`src/rtl/calc_pkg.sv`:
```
// Shared definitions for the calculator datapath: BCD digit width, converter
// state encoding, a ceiling-log2 helper and the default bus sizes that the
// display driver also relies on.
package calc_pkg;

    localparam int BCD_DIGIT_W    = 4;
    localparam int DEFAULT_WIDTH  = 16;
    localparam int DEFAULT_DIGITS = 5;

    typedef enum logic [1:0] {
        IDLE = 2'd0,
        CONV = 2'd1,
        DONE = 2'd2
    } state_t;

    // Number of bits needed to hold values 0 .. value-1 (minimum 1).
    function automatic int calc_clog2(input int value);
        int result;
        result = 0;
        while ((1 << result) < value) begin
            result = result + 1;
        end
        if (result == 0) begin
            result = 1;
        end
        return result;
    endfunction

endpackage

```
`src/rtl/bcd_add3.sv`:
```
// Double-dabble digit correction: a BCD digit of 5 or more gets 3 added so
// that the following left shift carries correctly into the next digit.
module bcd_add3
    import calc_pkg::*;
(
    input  logic [BCD_DIGIT_W-1:0] digit,
    output logic [BCD_DIGIT_W-1:0] adjusted
);

    // Add 3 to digits 5..9 before they are doubled by the shift.
    always_comb begin
        adjusted = digit;
        if (digit >= BCD_DIGIT_W'(5)) begin
            adjusted = digit + BCD_DIGIT_W'(3);
        end
    end

endmodule

```
`src/rtl/bin2bcd_seq.sv`:
```
// Sequential double-dabble binary-to-BCD converter with optional sign and
// magnitude handling. One bit is shifted per clock; a start/busy/done
// handshake lets the display stage re-sample only on fresh results.
module bin2bcd_seq
    import calc_pkg::*;
#(
    parameter int WIDTH  = DEFAULT_WIDTH,
    parameter int DIGITS = DEFAULT_DIGITS
) (
    input  logic                          clk,
    input  logic                          rst,
    input  logic [WIDTH-1:0]              bin_in,
    input  logic                          signed_en,
    input  logic                          start,
    output logic                          busy,
    output logic                          done,
    output logic [DIGITS*BCD_DIGIT_W-1:0] bcd_out,
    output logic                          neg_out
);

    localparam int BCD_W = DIGITS * BCD_DIGIT_W;
    localparam int SCR_W = BCD_W + WIDTH;
    localparam int CNT_W = calc_clog2(WIDTH + 1);

    state_t             state;
    logic [SCR_W-1:0]   scratch;
    logic [CNT_W-1:0]   cnt;
    logic               neg;

    logic [BCD_W-1:0]   adj_digits;
    logic [SCR_W-1:0]   shifted;
    logic [WIDTH-1:0]   mag_next;
    logic               neg_next;
    logic               last_iter;

    // One correction cell per BCD digit field sitting above the binary part.
    for (genvar g = 0; g < DIGITS; g++) begin : g_digit
        bcd_add3 u_add3 (
            .digit    (scratch[WIDTH + g*BCD_DIGIT_W +: BCD_DIGIT_W]),
            .adjusted (adj_digits[g*BCD_DIGIT_W +: BCD_DIGIT_W])
        );
    end

    assign shifted   = {adj_digits, scratch[WIDTH-1:0]} << 1;
    assign last_iter = (cnt == CNT_W'(WIDTH - 1));

    // Magnitude and sign of the incoming value; the most negative code maps
    // to its full unsigned magnitude because the result is kept WIDTH bits.
    always_comb begin
        neg_next = signed_en & bin_in[WIDTH-1];
        mag_next = bin_in;
        if (neg_next) begin
            mag_next = (~bin_in) + {{(WIDTH-1){1'b0}}, 1'b1};
        end
    end

    // Control FSM and datapath: accept when not busy, iterate WIDTH times,
    // publish the digits on the last iteration and pulse done for one cycle.
    always_ff @(posedge clk or posedge rst) begin
        if (rst) begin
            state   <= IDLE;
            scratch <= '0;
            cnt     <= '0;
            neg     <= 1'b0;
            busy    <= 1'b0;
            done    <= 1'b0;
            bcd_out <= '0;
            neg_out <= 1'b0;
        end else begin
            done <= 1'b0;
            case (state)
                IDLE, DONE: begin
                    if (start) begin
                        scratch <= {{BCD_W{1'b0}}, mag_next};
                        neg     <= neg_next;
                        cnt     <= '0;
                        busy    <= 1'b1;
                        state   <= CONV;
                    end else begin
                        state   <= IDLE;
                    end
                end
                CONV: begin
                    scratch <= shifted;
                    cnt     <= cnt + CNT_W'(1);
                    if (last_iter) begin
                        bcd_out <= shifted[SCR_W-1:WIDTH];
                        neg_out <= neg;
                        busy    <= 1'b0;
                        done    <= 1'b1;
                        state   <= DONE;
                    end
                end
                default: begin
                    busy  <= 1'b0;
                    state <= IDLE;
                end
            endcase
        end
    end

endmodule

```
`config.mk`:
```
export PLATFORM = sky130hd
export DESIGN_NAME = bin2bcd_seq
export DESIGN_NICKNAME = d
export VERILOG_FILES = /design/src/rtl/calc_pkg.sv /design/src/rtl/bcd_add3.sv /design/src/rtl/bin2bcd_seq.sv
export SDC_FILE = /design/constraint.sdc
export NUM_CORES = 1
export LEC_CHECK = 0
export BUFFER_PORTS_ARGS = -buffer_cell sky130_fd_sc_hd__buf_2
export CAP_MARGIN = 20
export CORE_ASPECT_RATIO = 1.5
export CORE_MARGIN = 1
export CORE_UTILIZATION = 30
export DETAILED_ROUTE_END_ITERATION = 16
export GPL_TIMING_DRIVEN = 0
export PLACE_DENSITY = 0.46
export SLEW_MARGIN = 20
export SYNTH_ARGS = -nofsm -noshare
export SYNTH_HDL_FRONTEND = slang
export SYNTH_SLANG_ARGS = --single-unit
```
`constraint.sdc`:
```
create_clock -name clk -period 2.3 [get_ports clk]
set_input_delay 0.115 -clock clk [delete_from_list [all_inputs] [get_ports clk]]
set_output_delay 0.115 -clock clk [all_outputs]
set_load 0.005 [all_outputs]
```
==> results of run 1 <==
==> layout make-up <==
class,count,share of cell area [%]
inverter,17,1.62
sequential,67,41.0
multi-input combinational,234,38.8
timing repair buffer,44,5.87
tap,147,4.49
buffer,16,2.08
clock inverter,3,0.367
clock buffer,13,5.87
==> cells in the final DEF (no fill, tap or decap), types with 3 or more instances in the layout <==
cell type	n
o21ai_0	38
a311oi_1	3
a22o_1	13
buf_4	3
nand2_1	33
inv_1	16
xnor2_1	11
buf_2	47
nand2b_1	7
nand4_1	5
a22oi_1	14
mux2_2	12
o211ai_1	7
mux2i_1	10
ha_1	13
nor2_1	12
dfrtp_1	67
nand3_1	6
a41oi_1	3
clkbuf_1	11
clkbuf_16	9
nor3b_1	9
nor3_1	9
clkinv_2	3
a21oi_1	18
==> routing by layer <==
metal / vias up / GRT usage (%) / part of all wire [%] / routed length [microns]
li1: 1319 / - / - / -
met1: 1276 / 18.2 / 44 / 3540
met2: 45 / 26.3 / 52 / 4200
met3: 9 / 3.06 / 3.0 / 245
met4: 0 / 6.35 / 1.7 / 142
met5: - / 0 / 0 / 0
==> registers in the layout, summed over array words and instances, names as in the netlist <==
| signal | flops |
|---|---|
| bcd_out | 20 |
| busy | 1 |
| cnt | 5 |
| done | 1 |
| neg | 1 |
| neg_out | 1 |
| scratch | 36 |
| state | 2 |
==> critical path, cell delays in order (launching register included) <==
cell	delay, ns
dfrtp_1	0.38
ha_1	0.20
and3_1	0.17
ha_1	0.20
nand2_2	0.07
inv_1	0.12
buf_4	0.23
mux2_2	0.35
==> stage by stage <==
step	cells	hold slack, ns	setup WS (ns)	utilization [%]
finish	541	0.0632	0.456	37.0
detailed placement	524	0.147	0.457	34.6
global route	541	0.0742	0.262	37.0
global placement	523	0.398	-0.440	34.4
CTS	541	0.0555	0.436	37.0
floorplan	334	0.266	0.502	-
==> cells by family after synthesis <==
group | after synthesis | share of synthesized area [%]
simple gates | 90 | 13.9
compound gates | 98 | 18.1
buf+inv | 33 | 4.36
xor+xnor | 11 | 2.82
flops | 67 | 49.1
mux | 22 | 6.89
fa+ha+maj | 13 | 4.77
==> power groups by stage <==
stage | Sequential (W) | Combinational, W | Clock [W]
5_1_grt | 0.00220 | 0.00250 | 0.00129
4_1_cts | 0.00211 | 0.00224 | 0.00123
6_report | 0.00211 | 0.00218 | 0.00121
2_1_floorplan | 0.00204 | 0.00158 | 0
3_3_place_gp | 0.00212 | 0.00217 | 0
3_5_place_dp | 0.00213 | 0.00223 | 0
==> worst paths after layout <==
| path | from | end | cells past startpoint |
|---|---|---|---|
| max reg2reg | cnt[0]$_DFFE_PP0P_ | bcd_out[6]$_DFFE_PP0P_ | 7 |
| min | bin_in[15] | scratch[15]$_DFFE_PP0P_ | 2 |
| min in group asynchronous | rst | bcd_out[1]$_DFFE_PP0P_ | 3 |
| max | cnt[0]$_DFFE_PP0P_ | bcd_out[6]$_DFFE_PP0P_ | 7 |
| min reg2reg | bcd_out[8]$_DFFE_PP0P_ | bcd_out[8]$_DFFE_PP0P_ | 2 |
| max in group asynchronous | rst | bcd_out[14]$_DFFE_PP0P_ | 4 |
==> metrics, run 1 <==
synth top area cells dfrtp_1 (49%), o21ai_0 (5.6%), ha_1 (4.8%), mux2_2 (4.0%), nand2_1 (3.6%); Tot GR Track Use 15.3%; register area 1680 sq um; cell taking the most area after synthesis dfrtp_1; syn_area_per_cell 10.2 sq um; Synth async-reset ratio 100%; routed vias 2649; CTS Root Buffer Type clkbuf_16; clock latency on the worst-skew pair 0.33 ns; residual DRC count 0; Wirelength per Cell 15.0 microns; Max Buffers Root-to-Sink 2; Yosys cell types 35; Multi-input gate area 1590 sq um; fin crit share 80.2%; Mapped Cells 334; DP Area 3830 sq um; setup TNS 0 ns; TritonCTS buffer count 9; vias in the first global route 2701; proportion of power drawn by the clock network 22.0%; Initial Util 30.9%; die width 89.1 microns; fraction of layout cells with a size suffix above 1 21.3%; final net count 422; kind of critical path reg2reg; Die Y-Extent 133 microns; LEAKAGE 1.88 nW; Sw Share 37.1%; CTS tree built; min cycle time layout 1.84 ns; post-CTS setup buffers 0; total power per unit cell area 1340 nW/um^2; Detailed Route Iter0 Violations 99; Core Region 11100 sq um; Max FO, Critical Path 10; Area Overhead vs Synth 20.0%; Syn. warnings 0; Synth top area share 49.1%; ys flop type dfrtp_1; first-pass GRT wire length 13600 microns; Post-DP HPWL 5910 microns; grt total ovfl 0; Internal Dissipation 0.00346 W; Pre-antenna DRT Iters 4; Psw 0.00204 W; CP Launch Type flop; Filler cells 1207; Critical Path RT 2.51 ns; CTS Hold Buffers Added 1; GP Congestion 0.737; R2R Setup Slk 0.46 ns; hold crit path type in2reg; I/O pin count 43; number of flops mapped to enable cells by yosys 0; max cap viols 0; total power 0.00549 W; ANT nets after route 0; RSZ-0062 raised after global routing no; drt via density 4.90; H-tree Lvls 3; sequential share of power 38.3%; # rows 47; cts repair resizes 0; outcome finished, final reports clean; Die Area 11800 sq um; Critical Path AT 2.06 ns; fmax 0.542 GHz; Rel. slew slack 52.6%; Final setup violation count 0; Worst setup EP type flop; final wirelength 8130 microns; CTS clk-pin slew, worst paths 0.05 ns; Design Area, Final 4090 sq um; combinational power share 39.7%; Post-Syn Area 3410 sq um; Yosys reg bits 67; Final Max Slew Viols 0; antenna cells 0; IO buf count 42; Tightest Pin Transition 0.711 ns; largest net degree at the start of global routing 38; Max IR drop VDD 435 uV; CTS sink count 67; Synth Net Count 367; sequential share of the synthesized area 49.1%; Layout Skew 0.00661 ns; initial antenna violation count 0; most common cell in the netlist dfrtp_1; final hold vios 0; top cells by count, synth dfrtp_1 (67), o21ai_0 (38), nand2_1 (33)
(Power assumes the default switching activity.)
==> run 2, diff against run 1 <==
==> constraint.sdc (replaced) <==
create_clock -name clk -period 1.8 [get_ports clk]
set_input_delay 0.09 -clock clk [delete_from_list [all_inputs] [get_ports clk]]
set_output_delay 0.09 -clock clk [all_outputs]
set_load 0.005 [all_outputs]
==> run 2 against run 1 <==
  * Clock skew down 0.00065 ns
  * Cell area up 1.2%
  * Clock power is 27% higher
  * Via count grew 0.42%
  * Largest cell class unchanged
  * Largest power group unchanged
  * Highest routed layer unchanged
==> metrics, run 2 (synthesized netlist as in run 1, its figures left out) <==
Psw 0.00262 W; clock latency on the worst-skew pair 0.33 ns; Rel. slew slack 52.5%; CTS tree built; CTS clk-pin slew, worst paths 0.05 ns; CTS sink count 67; critical path buffer and inverter count 2; total power 0.00709 W; biggest registers after layout scratch: 36 flops, bcd_out: 20 flops, cnt: 5 flops; min cycle time layout 1.70 ns; CP max-delay cell dfrtp_1; Internal Dissipation 0.00447 W; I/O pin count 43; Final setup violation count 0; ANT nets after route 0; Die Area 11800 sq um; max cap viols 0; routed vias 2660; Worst setup EP type flop; Max Buffers Root-to-Sink 2; TritonCTS buffer count 9; Core Region 11100 sq um; most common cell after layout, fill and taps aside dfrtp_1; Die Y-Extent 133 microns; Max FO, Critical Path 10; fmax 0.587 GHz; Detailed Route Iter0 Violations 110; Initial Util 30.9%; # rows 47; Layout Skew 0.00596 ns; Wirelength per Cell 15.0 microns; Critical Path RT 2.01 ns; residual DRC count 0; total power per unit cell area 1710 nW/um^2; Max IR drop VDD 557 uV; die width 89.1 microns; max FFs per register 36; Critical Path AT 1.92 ns; Design Area, Final 4140 sq um; kind of critical path reg2reg; Tot GR Track Use 15.3%; sequential share of power 37.9%; proportion of power drawn by the clock network 21.7%; Filler cells 1202; antenna cells 0; IO buf count 42; vias in the first global route 2705; initial antenna violation count 0; Final Max Slew Viols 0; most frequent cells in the layout dfrtp_1 (67), buf_2 (46), o21ai_0 (38); first-pass GRT wire length 13600 microns; H-tree Lvls 3; cell seen most often among critical-path stages ha_2; outcome finished, final reports clean; final net count 425; grt total ovfl 0; DP Area 3830 sq um; fraction of layout cells with a size suffix above 1 23.2%; CTS Root Buffer Type clkbuf_16; Post-DP HPWL 5910 microns; largest net degree at the start of global routing 38; fin crit share 94.7%; hold crit path type in2reg; Area Overhead vs Synth 21.4%; Biggest register scratch; drt via density 4.89; combinational power share 40.4%; critical path's top delay family adder cells; Sw Share 37.0%; largest stage delay on the critical path 0.36 ns; Core Util, Final 37.5%; GP Congestion 0.737; Pre-antenna DRT Iters 4; LEAKAGE 1.89 nW; CP cell instances ha_2 > and3_1 > ha_2 > nand2_2 > inv_2 > buf_12 > mux2_2; final hold vios 0; Tightest Pin Transition 0.712 ns; final wirelength 8170 microns; CP Launch Type flop
-- run 2: layer usage --
metal | vias up | part of all wire [%] | global-route usage, %
met4 | 0 | 1.7 | 6.35
met3 | 10 | 2.5 | 3.06
met1 | 1280 | 44 | 18.2
li1 | 1327 | - | -
met2 | 43 | 52 | 26.4
met5 | - | 0 | 0
-- run 2: power groups by stage --
| stage | combinational [W] | sequential, W | clock, W |
|---|---|---|---|
| 5_1_grt | 0.00328 | 0.00280 | 0.00164 |
| 4_1_cts | 0.00286 | 0.00270 | 0.00158 |
| 3_5_place_dp | 0.00285 | 0.00272 | 0 |
| 2_1_floorplan | 0.00202 | 0.00261 | 0 |
| 3_3_place_gp | 0.00277 | 0.00270 | 0 |
| 6_report | 0.00286 | 0.00269 | 0.00154 |
-- run 2: cell type report --
cell class	count	area, sq um	share of cell area, %
well taps	147	184	4.44
multi-input cells	234	1600	38.5
repair buffers	47	263	6.34
clock buffers	13	240	5.80
clock inverters	3	15.0	0.363
flip-flops and latches	67	1680	40.5
plain buffers	16	101	2.45
inverters	17	66.3	1.60
-- run 2: path summary, 6_finish.rpt --
| path | startpoint | end | slack, ns | cells after the start |
|---|---|---|---|---|
| worst max-delay path | cnt[0]$_DFFE_PP0P_ | bcd_out[6]$_DFFE_PP0P_ | 0.1 | 7 |
| worst min-delay path | bin_in[15] | scratch[15]$_DFFE_PP0P_ | 0.04 | 2 |
| worst max register to register | cnt[0]$_DFFE_PP0P_ | bcd_out[6]$_DFFE_PP0P_ | 0.1 | 7 |
| worst min register to register | bcd_out[8]$_DFFE_PP0P_ | bcd_out[8]$_DFFE_PP0P_ | 0.47 | 2 |
| max in group asynchronous | rst | scratch[19]$_DFFE_PP0P_ | 0.95 | 4 |
| min in group asynchronous | rst | bcd_out[1]$_DFFE_PP0P_ | 0.31 | 3 |
-- run 2: repair_timing --
action / 4_1_cts / 5_1_grt
gates resized for setup: 2 / 8
cloned: 0 / 0
hold buffers: 1 / 0
buffers inserted: 0 / 3
setup endpoints to repair: 15 / 20
pin swaps: 0 / 1
endpoints found under the hold margin: 30 / 0
-- run 2: per-stage QoR --
step                      setup slack [ns]  TNS [ns]  hold slack (ns)  instances
after floorplan                     0.0268         0            0.241        334
after global placement              -0.915    -61.50            0.373        523
after detailed placement           -0.0429    -0.350            0.122        524
after CTS                          -0.0290    -0.263           0.0305        541
after global routing              -0.00187  -0.00187           0.0492        544
final                               0.0961         0           0.0405        544
==> run 3, diff against run 2 <==
--- a/config.mk
+++ b/config.mk
@@ -13,6 +13,7 @@
 export DETAILED_ROUTE_END_ITERATION = 16
 export GPL_TIMING_DRIVEN = 0
 export PLACE_DENSITY = 0.46
+export REMOVE_ABC_BUFFERS = 1
 export SLEW_MARGIN = 20
 export SYNTH_ARGS = -nofsm -noshare
 export SYNTH_HDL_FRONTEND = slang
==> run 3 against run 2 <==
  * Routed wire length fell by 5.9%
  * Hold slack improved by 0.0018 ns
  * Combinational power is 3% higher
  * Sequential share of layout area fell by 1.0 points
  * Critical endpoint is now bcd_out[0]$_DFFE_PP0P_
  * Largest cell class unchanged
==> metrics, run 3 (synthesized netlist as in run 1, its figures left out) <==
Final Max Slew Viols 0; Post-DP HPWL 5110 microns; setup TNS 0 ns; fraction of layout cells with a size suffix above 1 24.6%; final net count 418; CTS clk-pin slew, worst paths 0.05 ns; first-pass GRT wire length 13100 microns; I/O pin count 43; Tot GR Track Use 14.5%; grt total ovfl 0; Max FO, Critical Path 10; Multi-input gate area 1640 sq um; LEAKAGE 1.93 nW; CTS tree built; Tightest Pin Transition 0.712 ns; Area Overhead vs Synth 24.5%; IO buf count 42; max FFs per register 36; Biggest register scratch; R2R Setup Slk 0.09 ns; biggest registers after layout scratch: 36 flops, bcd_out: 20 flops, cnt: 5 flops; register area 1680 sq um; Sw Share 35.4%; CP Launch Type flop; ANT nets after route 0; min cycle time layout 1.71 ns; final hold vios 0; RSZ-0062 raised after global routing no; Psw 0.00259 W; TritonCTS buffer count 9; outcome finished, final reports clean; most common cell after layout, fill and taps aside dfrtp_1; H-tree Lvls 3; residual DRC count 0; Rel. slew slack 52.3%; Filler cells 1148; largest net degree at the start of global routing 47; Layout Skew 0.00493 ns; initial antenna violation count 0; Max IR drop VDD 785 uV; hold crit path type in2reg; Final setup violation count 0; die width 89.1 microns; proportion of power drawn by the clock network 23.0%; final wirelength 7690 microns; drt via density 4.99; vias in the first global route 2748; Wirelength per Cell 14.3 microns; clock latency on the worst-skew pair 0.33 ns; max cap viols 0; fin cells 537; Core Region 11100 sq um; most frequent cells in the layout dfrtp_1 (67), buf_2 (42), o21ai_0 (38); fin crit share 94.8%; GP Congestion 0.717; Internal Dissipation 0.00473 W; Detailed Route Iter0 Violations 117; dpl cells 510; Critical Path RT 2.01 ns; antenna cells 0; routed vias 2678; Initial Util 30.9%; kind of critical path reg2reg; Max Buffers Root-to-Sink 2; total power per unit cell area 1720 nW/um^2; sequential share of power 36.7%; # rows 47; Critical Path AT 1.92 ns; Worst setup EP type flop; CTS Root Buffer Type clkbuf_16; combinational power share 40.3%; Die Y-Extent 133 microns; fmax 0.586 GHz; Pre-antenna DRT Iters 4; Die Area 11800 sq um; CTS sink count 67
==> run 3: changes by cell type in the layout (fill, tap and decap cells not counted), moves of 2 or more <==
cell      delta
clkbuf_1     -8
buf_2        -4
clkbuf_8     +4
buf_16       +3
clkinv_2     -2
==> run 3: worst paths after layout <==
kind,to,cells past startpoint,start
worst max-delay path,bcd_out[0]$_DFFE_PP0P_,6,cnt[0]$_DFFE_PP0P_
worst min-delay path,scratch[15]$_DFFE_PP0P_,2,bin_in[15]
worst max register to register,bcd_out[0]$_DFFE_PP0P_,6,cnt[0]$_DFFE_PP0P_
worst min register to register,bcd_out[11]$_DFFE_PP0P_,2,bcd_out[11]$_DFFE_PP0P_
max in group asynchronous,scratch[2]$_DFFE_PP0P_,4,rst
min in group asynchronous,bcd_out[13]$_DFFE_PP0P_,3,rst
==> run 3: final cells by class <==
cell class | count | share of cell area (%)
sequential | 67 | 39.5
multi-input combinational | 235 | 38.6
clock buffer | 15 | 6.77
timing repair buffer | 55 | 9.10
inverter | 17 | 1.65
clock inverter | 1 | 0.118
tap | 147 | 4.33
==> run 3: power groups by stage <==
| stage | registers (W) | clock network, W | logic (W) |
|---|---|---|---|
| 2_1_floorplan | 0.00261 | 0 | 0.00192 |
| 3_3_place_gp | 0.00269 | 0 | 0.00261 |
| 3_5_place_dp | 0.00271 | 0 | 0.00282 |
| 4_1_cts | 0.00269 | 0.00173 | 0.00290 |
| 5_1_grt | 0.00280 | 0.00180 | 0.00335 |
| 6_report | 0.00269 | 0.00169 | 0.00295 |
==> run 3: through the flow <==
stage               hold WS (ns)  total power, W  utilization, %  worst slack [ns]  instance area (sq um)
CTS                       0.0313         0.00733            37.9            0.0174                   4190
global route              0.0475         0.00795            38.4            0.0392                   4250
detailed placement        0.0794         0.00553            34.5            -0.569                   3820
finish                    0.0423         0.00732            38.4            0.0928                   4250
global placement           0.368         0.00531            33.7             -1.67                   3720
floorplan                  0.241         0.00453               -            -0.550                   3330
==> run 3: layer usage <==
| metal | global-route usage (%) | vias to the layer above | part of all wire [%] | routed length, microns |
|---|---|---|---|---|
| li1 | - | 1303 | - | - |
| met1 | 17.8 | 1313 | 45 | 3480 |
| met2 | 23.6 | 52 | 49 | 3740 |
| met3 | 4.24 | 10 | 4.4 | 340 |
| met4 | 5.82 | 0 | 1.7 | 131 |
| met5 | 0 | - | 0 | 0 |
==> run 3: timing repair <==
item	4_1_cts	5_1_grt
pin swaps	1	2
resized for setup	5	4
setup endpoints to repair	25	21
setup buffers	5	4
endpoints found under the hold margin	21	0
gates cloned	1	0
hold buffers	1	0
==> run 3: worst max-delay path, cell delays in order, from the launching register on <==
cell and delay [ns]:
dfrtp_1 0.39, ha_2 0.20, and3_1 0.21, ha_4 0.18
nand2_4 0.08, buf_4 0.19, mux2_2 0.34
